### src/rtl/ram_port_arbiter.sv
// Round-robin sequencer that shares the single RAM port between NREQ cache-side requesters.
// Locked owners keep the port across back-to-back accesses; stalled accesses abort after TIMEOUT cycles.
module ram_port_arbiter #(
    parameter int NREQ    = 4,
    parameter int ADDR_W  = 32,
    parameter int DATA_W  = 32,
    parameter int TIMEOUT = 64
) (
    input  logic                     CLK,
    input  logic                     RST,
    input  logic [NREQ-1:0]          req_ren,
    input  logic [NREQ-1:0]          req_wen,
    input  logic [NREQ-1:0]          req_lock,
    input  logic [NREQ*ADDR_W-1:0]   req_addr,
    input  logic [NREQ*DATA_W-1:0]   req_store,
    output logic [NREQ-1:0]          req_wait,
    output logic [DATA_W-1:0]        req_load,
    output logic [NREQ-1:0]          req_err,
    output logic [NREQ-1:0]          grant,
    output logic                     ram_ren,
    output logic                     ram_wen,
    output logic [ADDR_W-1:0]        ram_addr,
    output logic [DATA_W-1:0]        ram_store,
    input  logic [DATA_W-1:0]        ram_load,
    input  logic [1:0]               ram_state
);

    localparam int OW = (NREQ > 1) ? $clog2(NREQ) : 1;
    localparam int TW = $clog2(TIMEOUT) + 1;

    typedef enum logic {IDLE, XFER} state_t;
    typedef enum logic [1:0] {RAM_FREE, RAM_BUSY, RAM_ACCESS, RAM_ERROR} ram_state_t;

    state_t            state;
    logic [OW-1:0]     owner;
    logic [OW-1:0]     rr_ptr;
    logic [TW-1:0]     tcount;

    logic [NREQ-1:0]   active;
    logic [ADDR_W-1:0] addr_arr  [NREQ];
    logic [DATA_W-1:0] store_arr [NREQ];
    logic              pick_valid;
    logic [OW-1:0]     pick_idx;
    logic [OW-1:0]     next_ptr;
    logic              owner_active;
    logic              is_access;
    logic              is_error;
    logic              timed_out;
    logic              complete;
    logic              abort_x;

    assign active = req_ren | req_wen;

    always_comb begin
        for (int unsigned i = 0; i < NREQ; i++) begin
            addr_arr[i]  = req_addr[i*ADDR_W +: ADDR_W];
            store_arr[i] = req_store[i*DATA_W +: DATA_W];
        end
    end

    // First active requester at or after rr_ptr, wrapping modulo NREQ.
    always_comb begin
        logic [OW-1:0] cand;
        int unsigned   idx;
        pick_valid = 1'b0;
        pick_idx   = '0;
        cand       = '0;
        idx        = 0;
        for (int unsigned k = 0; k < NREQ; k++) begin
            idx  = (32'(rr_ptr) + k) % NREQ;
            cand = OW'(idx);
            if (!pick_valid && active[cand]) begin
                pick_valid = 1'b1;
                pick_idx   = cand;
            end
        end
    end

    assign next_ptr     = (owner == OW'(NREQ - 1)) ? '0 : owner + 1'b1;
    assign owner_active = active[owner];
    assign is_access    = (ram_state == RAM_ACCESS);
    assign is_error     = (ram_state == RAM_ERROR);
    assign timed_out    = (tcount == TW'(TIMEOUT - 1));
    assign complete     = (state == XFER) && owner_active && is_access;
    assign abort_x      = (state == XFER) && owner_active && !is_access && (is_error || timed_out);

    always_comb begin
        grant     = '0;
        req_wait  = '1;
        req_err   = '0;
        ram_ren   = 1'b0;
        ram_wen   = 1'b0;
        ram_addr  = '0;
        ram_store = '0;
        req_load  = '0;
        if (state == XFER) begin
            grant[owner] = 1'b1;
            ram_wen      = req_wen[owner];
            ram_ren      = req_ren[owner] & ~req_wen[owner];
            ram_addr     = addr_arr[owner];
            ram_store    = store_arr[owner];
            if (is_access) req_load = ram_load;
            if (complete)  req_wait[owner] = 1'b0;
            if (abort_x)   req_err[owner]  = 1'b1;
        end
    end

    always_ff @(posedge CLK) begin
        if (RST) begin
            state  <= IDLE;
            owner  <= '0;
            rr_ptr <= '0;
            tcount <= '0;
        end else begin
            case (state)
                IDLE: begin
                    if (pick_valid) begin
                        owner  <= pick_idx;
                        tcount <= '0;
                        state  <= XFER;
                    end
                end
                XFER: begin
                    // A withdrawn request ends the transfer silently and keeps its place in the rotation.
                    if (!owner_active) begin
                        state <= IDLE;
                    end else if (is_access) begin
                        rr_ptr <= next_ptr;
                        tcount <= '0;
                        state  <= req_lock[owner] ? XFER : IDLE;
                    end else if (abort_x) begin
                        rr_ptr <= next_ptr;
                        state  <= IDLE;
                    end else begin
                        tcount <= tcount + 1'b1;
                    end
                end
                default: state <= IDLE;
            endcase
        end
    end

endmodule
### config.mk
export PLATFORM = sky130hd
export DESIGN_NAME = ram_port_arbiter
export DESIGN_NICKNAME = d
export VERILOG_FILES = /design/src/rtl/ram_port_arbiter.sv
export SDC_FILE = /design/constraint.sdc
export NUM_CORES = 1
export LEC_CHECK = 0
export CORE_AREA = 4 4 159 161
export CTS_BUF_LIST = sky130_fd_sc_hd__clkbuf_4
export DETAILED_ROUTE_END_ITERATION = 10
export DIE_AREA = 0 0 163 165
export DONT_BUFFER_PORTS = 1
export PLACE_DENSITY = 0.36
export REMOVE_ABC_BUFFERS = 1
export SYNTH_ARGS = -nofsm -noshare
export SYNTH_HDL_FRONTEND = slang
export SYNTH_SLANG_ARGS = --single-unit
### constraint.sdc
create_clock -name CLK -period 1.98 [get_ports CLK]
set_clock_uncertainty 0.15 [all_clocks]
set_input_delay 0.297 -clock CLK [delete_from_list [all_inputs] [get_ports CLK]]
set_output_delay 0.297 -clock CLK [all_outputs]
set_load 0.03 [all_outputs]
* Word-level counts from Yosys, hierarchy flattened
Index checks and enable logic that the tools add are counted.
Word-level totals: register bits 12, input bits 304, output and inout bits 110, logic and storage cells 103
Operators by class: add/sub/neg operators 5, order comparisons 7, equality and inequality tests 7, multiplexer cells 57, bitwise gates (word level) 6, reductions and logical operators 17
Operators with widths (count):
- 32-bit two-way mux | 8
- 32-bit binary-select mux with 2-bit select | 2
- 7-bit two-way mux | 4
- 1-bit two-way mux | 20
- 4-bit two-way mux | 5
- 1-bit binary-select mux with 2-bit select | 8
- 2-bit by 3-bit < comparator with 1-bit output (second input constant) | 5
- 2-bit two-way mux | 7
- 7-bit one-hot mux with 2 select lines | 1
- 1-bit logical AND | 8
- 7-bit by 1-bit adder with 7-bit output (second input constant) | 1
- 7-bit by 6-bit == test with 1-bit output (second input constant) | 1
- 2-bit == test (second input constant) | 3
- 3-bit AND reduction | 2
- 2-bit by 1-bit adder with 2-bit output (second input constant) | 2
- 2-bit adder (second input constant) | 2
- 1-bit zero test | 4
- 4-bit NOT | 1
- 4-bit bitwise OR | 1
- 3-bit greater-or-equal comparator (second input constant) | 1
- 3-bit inequality test (second input constant) | 1
- 2-bit NOT with 3-bit output | 1
- 1-bit demux with 2-bit select | 1
- 2-bit by 1-bit greater-or-equal comparator with 1-bit output (second input constant) | 1
- 8 further kinds | 9

* Logic depth before layout (Yosys ltp)
Gate-level depths: netlist (run 1).
word-level depth 15, mapped depth 6

* Worst setup path before layout (run 1)
OpenSTA, ideal clock, no wires.
path kind register to output, start register owner[0], end output ram_addr[14], arrival time 1.762 ns, required time 1.533 ns, setup slack -0.229 ns, stages on the path, launching flop included 6, path through dfxtp_1 -> buf_4 -> buf_2 -> buf_4 -> mux4_2 -> and2_1
Between the ends: longest elaborated chain between the ends 5
RTL lines:
- start, declared | RTL line 35 | logic [OW-1:0] owner;
- start signal, assigned | RTL line 118 | owner <= pick_idx;
- 2-bit NOT with 3-bit output (not written as such) | RTL line 100 | ram_addr = addr_arr[owner];
- 32-bit binary-select mux with 2-bit select | RTL line 100
- 32-bit two-way mux (not written as such) (2 in a row) | RTL line 100
- 32-bit two-way mux | RTL line 96 | if (state == XFER) begin
- end, declared | RTL line 22 | output logic [ADDR_W-1:0] ram_addr,
Every way passes these cells. The select of a mux whose other input is x is not followed.

* Worst setup path after layout (run 1)
start register owner[0], end output req_wait[3]
Between the ends: longest elaborated chain between the ends 7
RTL lines:
- 2-bit by 3-bit < comparator with 1-bit output (not written as such) / 2-bit by 1-bit greater-or-equal comparator with 1-bit output (equally long branches) | RTL line 103 | if (complete) req_wait[owner] = 1'b0;
- 1-bit logical AND (not written as such) | RTL line 103
- 1-bit two-way mux (not written as such) | RTL line 103
- 1-bit demux with 2-bit select | RTL line 103
- 4-bit NOT (no line)
- 4-bit two-way mux * | RTL line 103
- 4-bit two-way mux * | RTL line 96
- end, declared | RTL line 16 | output logic [NREQ-1:0] req_wait,
Every way passes the cells marked *; elsewhere a longest branch is shown, timed or not. The select of a mux whose other input is x is not followed.

==> insert_results.sql, run 1 <==
INSERT INTO impl_metrics (metric_group, metric, value, unit) VALUES
('critical_path', 'crit_arrival', '1910', 'ps'),
('critical_path', 'start_kind', 'flip-flop', ''),
('timing', 'setup_total_negative_slack', '-19970', 'ps'),
('yosys', 'synth-edff-count', '0', ''),
('timing', 'timing.final.ws_setup', '-374', 'ps'),
('global_routing', 'total_track_usage', '11.9', '%'),
('hold_path', 'timing.hold.worst.class', 'primary input to flip-flop', ''),
('routing', 'postRouteAntennaNets', '0', ''),
('timing', 'final_slew_viol_count', '0', ''),
('layout', 'layout-drive-gt1-share', '67.0', '%'),
('layout', 'area.growth.synth_to_final', '44.7', '%'),
('critical_path', 'critPathLaunch', 'owner[0]', ''),
('global_routing', 'grt_max_degree', '62', ''),
('timing', 'max_slew_margin', '62.4', '%'),
('routing', 'routed_wl', '18000', 'µm'),
('die', 'boundaryPins', '414', ''),
('yosys', 'syn_inst', '309', ''),
('timing', 'grt_setup_unrepaired', 'yes', ''),
('yosys', 'yosys_most_used_dff', 'sky130_fd_sc_hd__dfxtp_1', ''),
('yosys', 'syn_area', '0.00317', 'mm²'),
('cts', 'cts_tree', 'built', ''),
('hold_path', 'worstHoldStart', 'RST', ''),
('die', 'start_util', '13.2', '%'),
('cts', 'clockBufferDepth', '2', ''),
('timing', 'post-route-period-util', '119', '%'),
('routing', 'drt_first_pass_iters', '4', ''),
('layout', 'final_cell_mix', 'sky130_fd_sc_hd__mux4_2, sky130_fd_sc_hd__and2_4, sky130_fd_sc_hd__buf_4', ''),
('routing', 'detail_route.vias_per_cell', '4.70', ''),
('global_routing', 'number_of_antenna_violations_at_the_first_check_in_global_routing', '3', ''),
('layout', 'layout.cells.most_common', 'sky130_fd_sc_hd__mux4_2', ''),
('layout', 'layout.filler_cells', '2629', ''),
('routing', 'dr_vias', '3179', ''),
('yosys', 'synth-seq-cells', '12', ''),
('critical_path', 'cp-end-kind', 'output port', ''),
('layout', 'num-nets-final', '662', ''),
('pwr', 'static-leakage-power', '1.63', 'nW'),
('cts', 'cts_inserted_buffers', '3', ''),
('placed_design', 'gp_congestion', '0.857', ''),
('placed_design', 'preCtsSetupSlack', '-260', 'ps'),
('yosys', 'syn_avg_cell_area', '10.3', 'µm²'),
('timing', 'fmax', '425', 'MHz'),
('yosys', 'yosysSeqAreaShare', '7.57', '%'),
('layout', 'layout.cells.non_filler', '677', ''),
('cts', 'path_clk_slew', '100', 'ps'),
('timing', 'worst_slew_pin_slew', '560', 'ps'),
('cts', 'clock-sinks', '12', ''),
('critical_path', 'criticalPathCategory', 'flip-flop to output port', ''),
('placed_design', 'dp.cells', '655', ''),
('yosys', 'yosysWarnings', '0', ''),
('die', 'die_h', '165', 'µm'),
('die', 'fp.dieW', '163', 'µm'),
('status', 'violated_checks', 'setup timing', ''),
('hold_path', 'hold-path-cell-count', '2', ''),
('routing', 'post-route-drc-count', '0', ''),
('critical_path', 'cp_data_required_time', '1530', 'ps'),
('critical_path', 'r2r.worst_path.cells', '8', ''),
('routing', 'drt_iter0_markers', '159', ''),
('global_routing', 'grt_pass1_vias', '3419', ''),
('die', 'core_region_area', '0.0240', 'mm²'),
('yosys', 'synth_cell_type_count', '40', ''),
('placed_design', 'dpl_wire_length', '14500', 'µm'),
('die', 'die_area', '0.0269', 'mm²'),
('cts', 'clock_tree.htree_level_count', '1', ''),
('critical_path', 'regToRegEndpoint', 'state', ''),
('layout', 'post_layout_inst_area', '0.00459', 'mm²'),
('critical_path', 'reg2reg_from', 'owner[0]', ''),
('critical_path', 'worst-r2r-setup-slack', '-140', 'ps'),
('global_routing', 'grt.overflow.total', '0', ''),
('global_routing', 'grt_pass1_wl', '24000', 'µm'),
('pwr', 'cellPowerDensity', '358', 'mW/mm²'),
('critical_path', 'critical_path_peak_fanout', '5', ''),
('status', 'status', 'finished with violations', ''),
('run', 'max-cap-violations', '0', ''),
('timing', 'final_period_minus_worst_setup_slack', '2350', 'ps'),
('cts', 'insertion_delay', '290', 'ps'),
('hold_path', 'holdPathEnd', 'owner[0]', ''),
('yosys', 'synthArstFlopShare', '0', '%'),
('timing', 'fin_hold_viols', '0', ''),
('pwr', 'peakVddDrop', '0.118', 'mV'),
('placed_design', 'placed_area', '0.00400', 'mm²'),
('timing', 'report.final.setup_viol', '82', ''),
('cts', 'clock_tree.root_cell', 'sky130_fd_sc_hd__clkbuf_4', ''),
('die', 'num_rows', '57', ''),
('placed_design', 'port_buffers', '0', ''),
('routing', 'wire_per_inst', '26.7', 'µm');
==> area by class of cell <==
class	count	area (µm²)	area share, %
Timing Repair Buffer	70	857	18.7
Antenna cell	1	2.50	0.0545
Clock buffer	3	22.5	0.491
Inverter	6	25.0	0.545
Multi-Input combinational cell	260	3030	65.9
Tap cell	324	405	8.83
Sequential cell	12	249	5.42
Clock inverter	1	3.75	0.0818
==> repair_timing <==
| action | 4_1_cts | 5_1_grt |
|---|---|---|
| endpoints found under the hold margin | 3 | 0 |
| resized for setup | 99 | 54 |
| hold buffers | 1 | 0 |
| gates cloned | 3 | 2 |
| setup buffers | 7 | 5 |
| setup endpoints to repair | 87 | 87 |
| pin swaps | 7 | 5 |
==> cell families (layout without fill, tap and decap cells) <==
logic type               count (synthesis)  in the layout  share of synthesized area [%]
other                                    0              1                              0
AND/OR/NAND/NOR                        153            153                           28.5
flip-flops                              12             12                           7.57
adder cells (fa/ha/maj)                  5              5                           1.97
AO/OA/AOI/OAI                           31             31                           7.26
buffers and inverters                   37             80                           5.01
multiplexers                            71             71                           49.6
==> through the flow <==
step,utilization (%),hold slack [ps],power [mW]
5_1_grt,19.2,54.6,1.74
6_report,19.2,88.6,1.64
4_1_cts,18.5,59.1,1.62
2_1_floorplan,-,216,1.03
3_5_place_dp,16.7,219,1.28
3_3_place_gp,16.7,216,1.27
==> report_power, final <==
part | switching (mW) | leakage, nW | internal [mW]
clock network | 0.102 | 0.0154 | 0.0732
registers | 0.0131 | 0.0991 | 0.248
logic | 0.636 | 1.52 | 0.573
total | 0.751 | 1.63 | 0.894
==> worst max-delay path: stages, from the launching register on <==
cell                      delay, ps
sky130_fd_sc_hd__dfxtp_4        380
sky130_fd_sc_hd__buf_6          130
sky130_fd_sc_hd__inv_4           60
sky130_fd_sc_hd__mux4_2         530
sky130_fd_sc_hd__nor3_2         140
sky130_fd_sc_hd__buf_4          170
sky130_fd_sc_hd__nand2_1         60
sky130_fd_sc_hd__buf_6          140
==> cell usage after synthesis, drive strengths merged (6+ instances only) <==
cell type	number	share of area, %
buf	15	2.4
nand3	7	1.1
mux4	69	49
and2	71	14
a31oi	8	1.6
inv	6	0.71
nor2	6	0.71
clkbuf	16	1.9
nand2	13	1.5
o21ai	6	0.95
and3	33	6.5
nor2b	6	1.2
nor3	6	1.1
dfxtp	12	7.6
==> routing by layer <==
metal | up-vias | global-route usage [%] | routed length, µm
met4 | 2 | 1.45 | 161
met2 | 245 | 21.5 | 9510
met3 | 10 | 3.44 | 1620
met5 | - | 0 | 13
met1 | 1621 | 14.4 | 6750
li1 | 1301 | - | -
==> state kept, by name, indices dropped and copies added, names as in the netlist <==
register / flops
tcount: 7
owner: 2
rr_ptr: 2
state: 1
==> worst max path at each step <==
stage | cells after the start | slack [ps] | endpoint
floorplan | 4 | -2820 | req_wait[3]
global placement | 7 | -270 | req_wait[1]
detailed placement | 7 | -260 | req_wait[1]
CTS | 7 | -440 | req_wait[3]
global route | 7 | -490 | req_wait[3]
finish | 7 | -370 | req_wait[3]
No activity file was read; power rests on OpenSTA's default activity.
==> run 2: changes to the inputs <==
==> config.mk (replaced) <==
export PLATFORM = sky130hd
export DESIGN_NAME = ram_port_arbiter
export DESIGN_NICKNAME = d
export VERILOG_FILES = /design/src/rtl/ram_port_arbiter.sv
export SDC_FILE = /design/constraint.sdc
export NUM_CORES = 1
export LEC_CHECK = 0
export CORE_AREA = 4 4 161 163
export CTS_BUF_LIST = sky130_fd_sc_hd__clkbuf_4
export DETAILED_ROUTE_END_ITERATION = 10
export DIE_AREA = 0 0 165 167
export DONT_BUFFER_PORTS = 1
export GPL_ROUTABILITY_DRIVEN = 0
export PLACE_DENSITY = 0.36
export SYNTH_ARGS = -nofsm -noshare
export SYNTH_HDL_FRONTEND = slang
export SYNTH_SLANG_ARGS = --single-unit
==> run 2 against run 1 <==
Net effect:
- the run still ends with setup timing left
- register-to-register slack gained 60 ps
- sequential share of layout area shrank 0.34 points
- combinational power grew 5%
- global-route usage grew 0.57 points
- non-clock buffer count grew 29
- die area grew 2.5%
- fmax grew 2.2%
- worst setup slack gained 51 ps
- largest power group unchanged
==> insert_results.sql, run 2 (same netlist as run 1, synthesis figures left out) <==
INSERT INTO impl_metrics (metric_group, metric, value, unit) VALUES
('cts', 'clock-sinks', '12', ''),
('layout', 'post_layout_inst_area', '0.00495', 'mm²'),
('cts', 'clock_tree.root_cell', 'sky130_fd_sc_hd__clkbuf_4', ''),
('routing', 'wire_per_inst', '28.3', 'µm'),
('layout', 'layout.cells.most_common', 'sky130_fd_sc_hd__mux4_2', ''),
('critical_path', 'critical_path_peak_fanout', '6', ''),
('critical_path', 'cp-end-kind', 'output port', ''),
('timing', 'final_period_minus_worst_setup_slack', '2300', 'ps'),
('global_routing', 'total_track_usage', '12.4', '%'),
('cts', 'cts_inserted_buffers', '3', ''),
('critical_path', 'cp_data_required_time', '1530', 'ps'),
('placed_design', 'placed_area', '0.00426', 'mm²'),
('timing', 'post-route-period-util', '116', '%'),
('global_routing', 'grt_max_degree', '63', ''),
('routing', 'dr_vias', '3273', ''),
('routing', 'detail_route.vias_per_cell', '4.63', ''),
('cts', 'clock_tree.htree_level_count', '1', ''),
('layout', 'area.growth.synth_to_final', '56.0', '%'),
('routing', 'postRouteAntennaNets', '0', ''),
('routing', 'drt_first_pass_iters', '4', ''),
('layout', 'final_cell_mix', 'sky130_fd_sc_hd__mux4_2, sky130_fd_sc_hd__and2_4, sky130_fd_sc_hd__buf_4', ''),
('status', 'violated_checks', 'setup timing', ''),
('hold_path', 'timing.hold.worst.class', 'primary input to flip-flop', ''),
('die', 'boundaryPins', '414', ''),
('layout', 'layout-drive-gt1-share', '70.1', '%'),
('timing', 'fmax', '434', 'MHz'),
('routing', 'post-route-drc-count', '0', ''),
('pwr', 'cellPowerDensity', '343', 'mW/mm²'),
('cts', 'cts_tree', 'built', ''),
('layout', 'top_regs', 'tcount: 7 flops, owner: 2 flops, rr_ptr: 2 flops', ''),
('global_routing', 'grt.overflow.total', '0', ''),
('die', 'fp.dieW', '165', 'µm'),
('layout', 'number_of_flip_flops_in_the_largest_register', '7', ''),
('die', 'num_rows', '57', ''),
('critical_path', 'crit_arrival', '1860', 'ps'),
('timing', 'setup_total_negative_slack', '-16060', 'ps'),
('cts', 'insertion_delay', '280', 'ps'),
('die', 'die_area', '0.0276', 'mm²'),
('pwr', 'power.total', '1.70', 'mW'),
('routing', 'routed_wl', '20000', 'µm'),
('layout', 'max_flop_register', 'tcount', ''),
('placed_design', 'port_buffers', '0', ''),
('pwr', 'peakVddDrop', '0.122', 'mV'),
('run', 'max-cap-violations', '0', ''),
('die', 'die_h', '167', 'µm'),
('timing', 'timing.final.ws_setup', '-322', 'ps'),
('timing', 'max_slew_margin', '66.8', '%'),
('critical_path', 'start_kind', 'flip-flop', ''),
('yosys', 'postSynthNetCount', '618', ''),
('timing', 'grt_setup_unrepaired', 'yes', ''),
('timing', 'fin_worst_hold_slack', '56.3', 'ps'),
('pwr', 'static-leakage-power', '1.81', 'nW'),
('timing', 'report.final.setup_viol', '79', ''),
('critical_path', 'criticalPathCategory', 'flip-flop to output port', ''),
('status', 'status', 'finished with violations', ''),
('cts', 'clockBufferDepth', '2', ''),
('placed_design', 'dpl_wire_length', '16900', 'µm'),
('timing', 'worst_slew_pin_slew', '494', 'ps'),
('global_routing', 'grt_pass1_wl', '25400', 'µm'),
('die', 'core_region_area', '0.0243', 'mm²'),
('routing', 'drt_iter0_markers', '223', ''),
('placed_design', 'dp.cells', '683', ''),
('cts', 'path_clk_slew', '90', 'ps'),
('timing', 'fin_hold_viols', '0', ''),
('die', 'start_util', '13.0', '%'),
('global_routing', 'grt_pass1_vias', '3322', ''),
('layout', 'num-nets-final', '691', ''),
('timing', 'final_slew_viol_count', '0', ''),
('layout', 'layout.cells.non_filler', '707', ''),
('global_routing', 'number_of_antenna_violations_at_the_first_check_in_global_routing', '6', '');
## run 2: report_power, final
group	internal [mW]	switching, mW
sequential	0.248	0.0145
clock	0.0731	0.0946
combinational	0.622	0.644
total	0.943	0.753
## run 2: critical path, stage by stage, from the launching register on
cell	delay, ps
sky130_fd_sc_hd__dfxtp_4	410
sky130_fd_sc_hd__buf_4	140
sky130_fd_sc_hd__buf_16	150
sky130_fd_sc_hd__mux4_2	540
sky130_fd_sc_hd__and2_4	200
sky130_fd_sc_hd__buf_12	140
## run 2: cell type report
cell class	count	area, µm²
Fill cell	2641	19400
Tap cell	324	405
Antenna cell	2	5.00
Inverter	6	27.5
Clock buffer	3	22.5
Timing Repair Buffer	99	1100
Clock inverter	1	3.75
Multi-Input combinational cell	260	3140
Sequential cell	12	251
## run 2: metal layers
layer / wire [µm] / global-route usage [%] / part of all wire, %
met1: 7020 / 14.0 / 35
met5: 49 / 0 / 0.24
met4: 275 / 1.74 / 1.4
met3: 1750 / 3.26 / 8.7
met2: 10900 / 23.7 / 55
## run 2: path summary, 6_finish.rpt
kind	startpoint	endpoint	slack [ps]	cells after the start
max	owner[0]	ram_store[2]	-320	5
min	RST	tcount[0]	60	3
max reg2reg	owner[0]	rr_ptr[0]	-80	6
min reg2reg	tcount[6]	tcount[6]	310	2
## run 2: metrics by stage
step           worst slack [ps]  utilization [%]
2_1_floorplan             -37.8                -
6_report                   -322             20.4
3_3_place_gp               -140             17.5
3_5_place_dp               -188             17.5
4_1_cts                    -370             19.9
5_1_grt                    -369             20.3
## run 2: repair_timing
item                                    CTS  global route
buffers inserted                         11             4
gates resized for setup                 140            27
cloned                                    4             3
hold buffers                              1             0
pin swaps                                 7             4
endpoints found under the setup margin   82            84
endpoints found under the hold margin     3             0
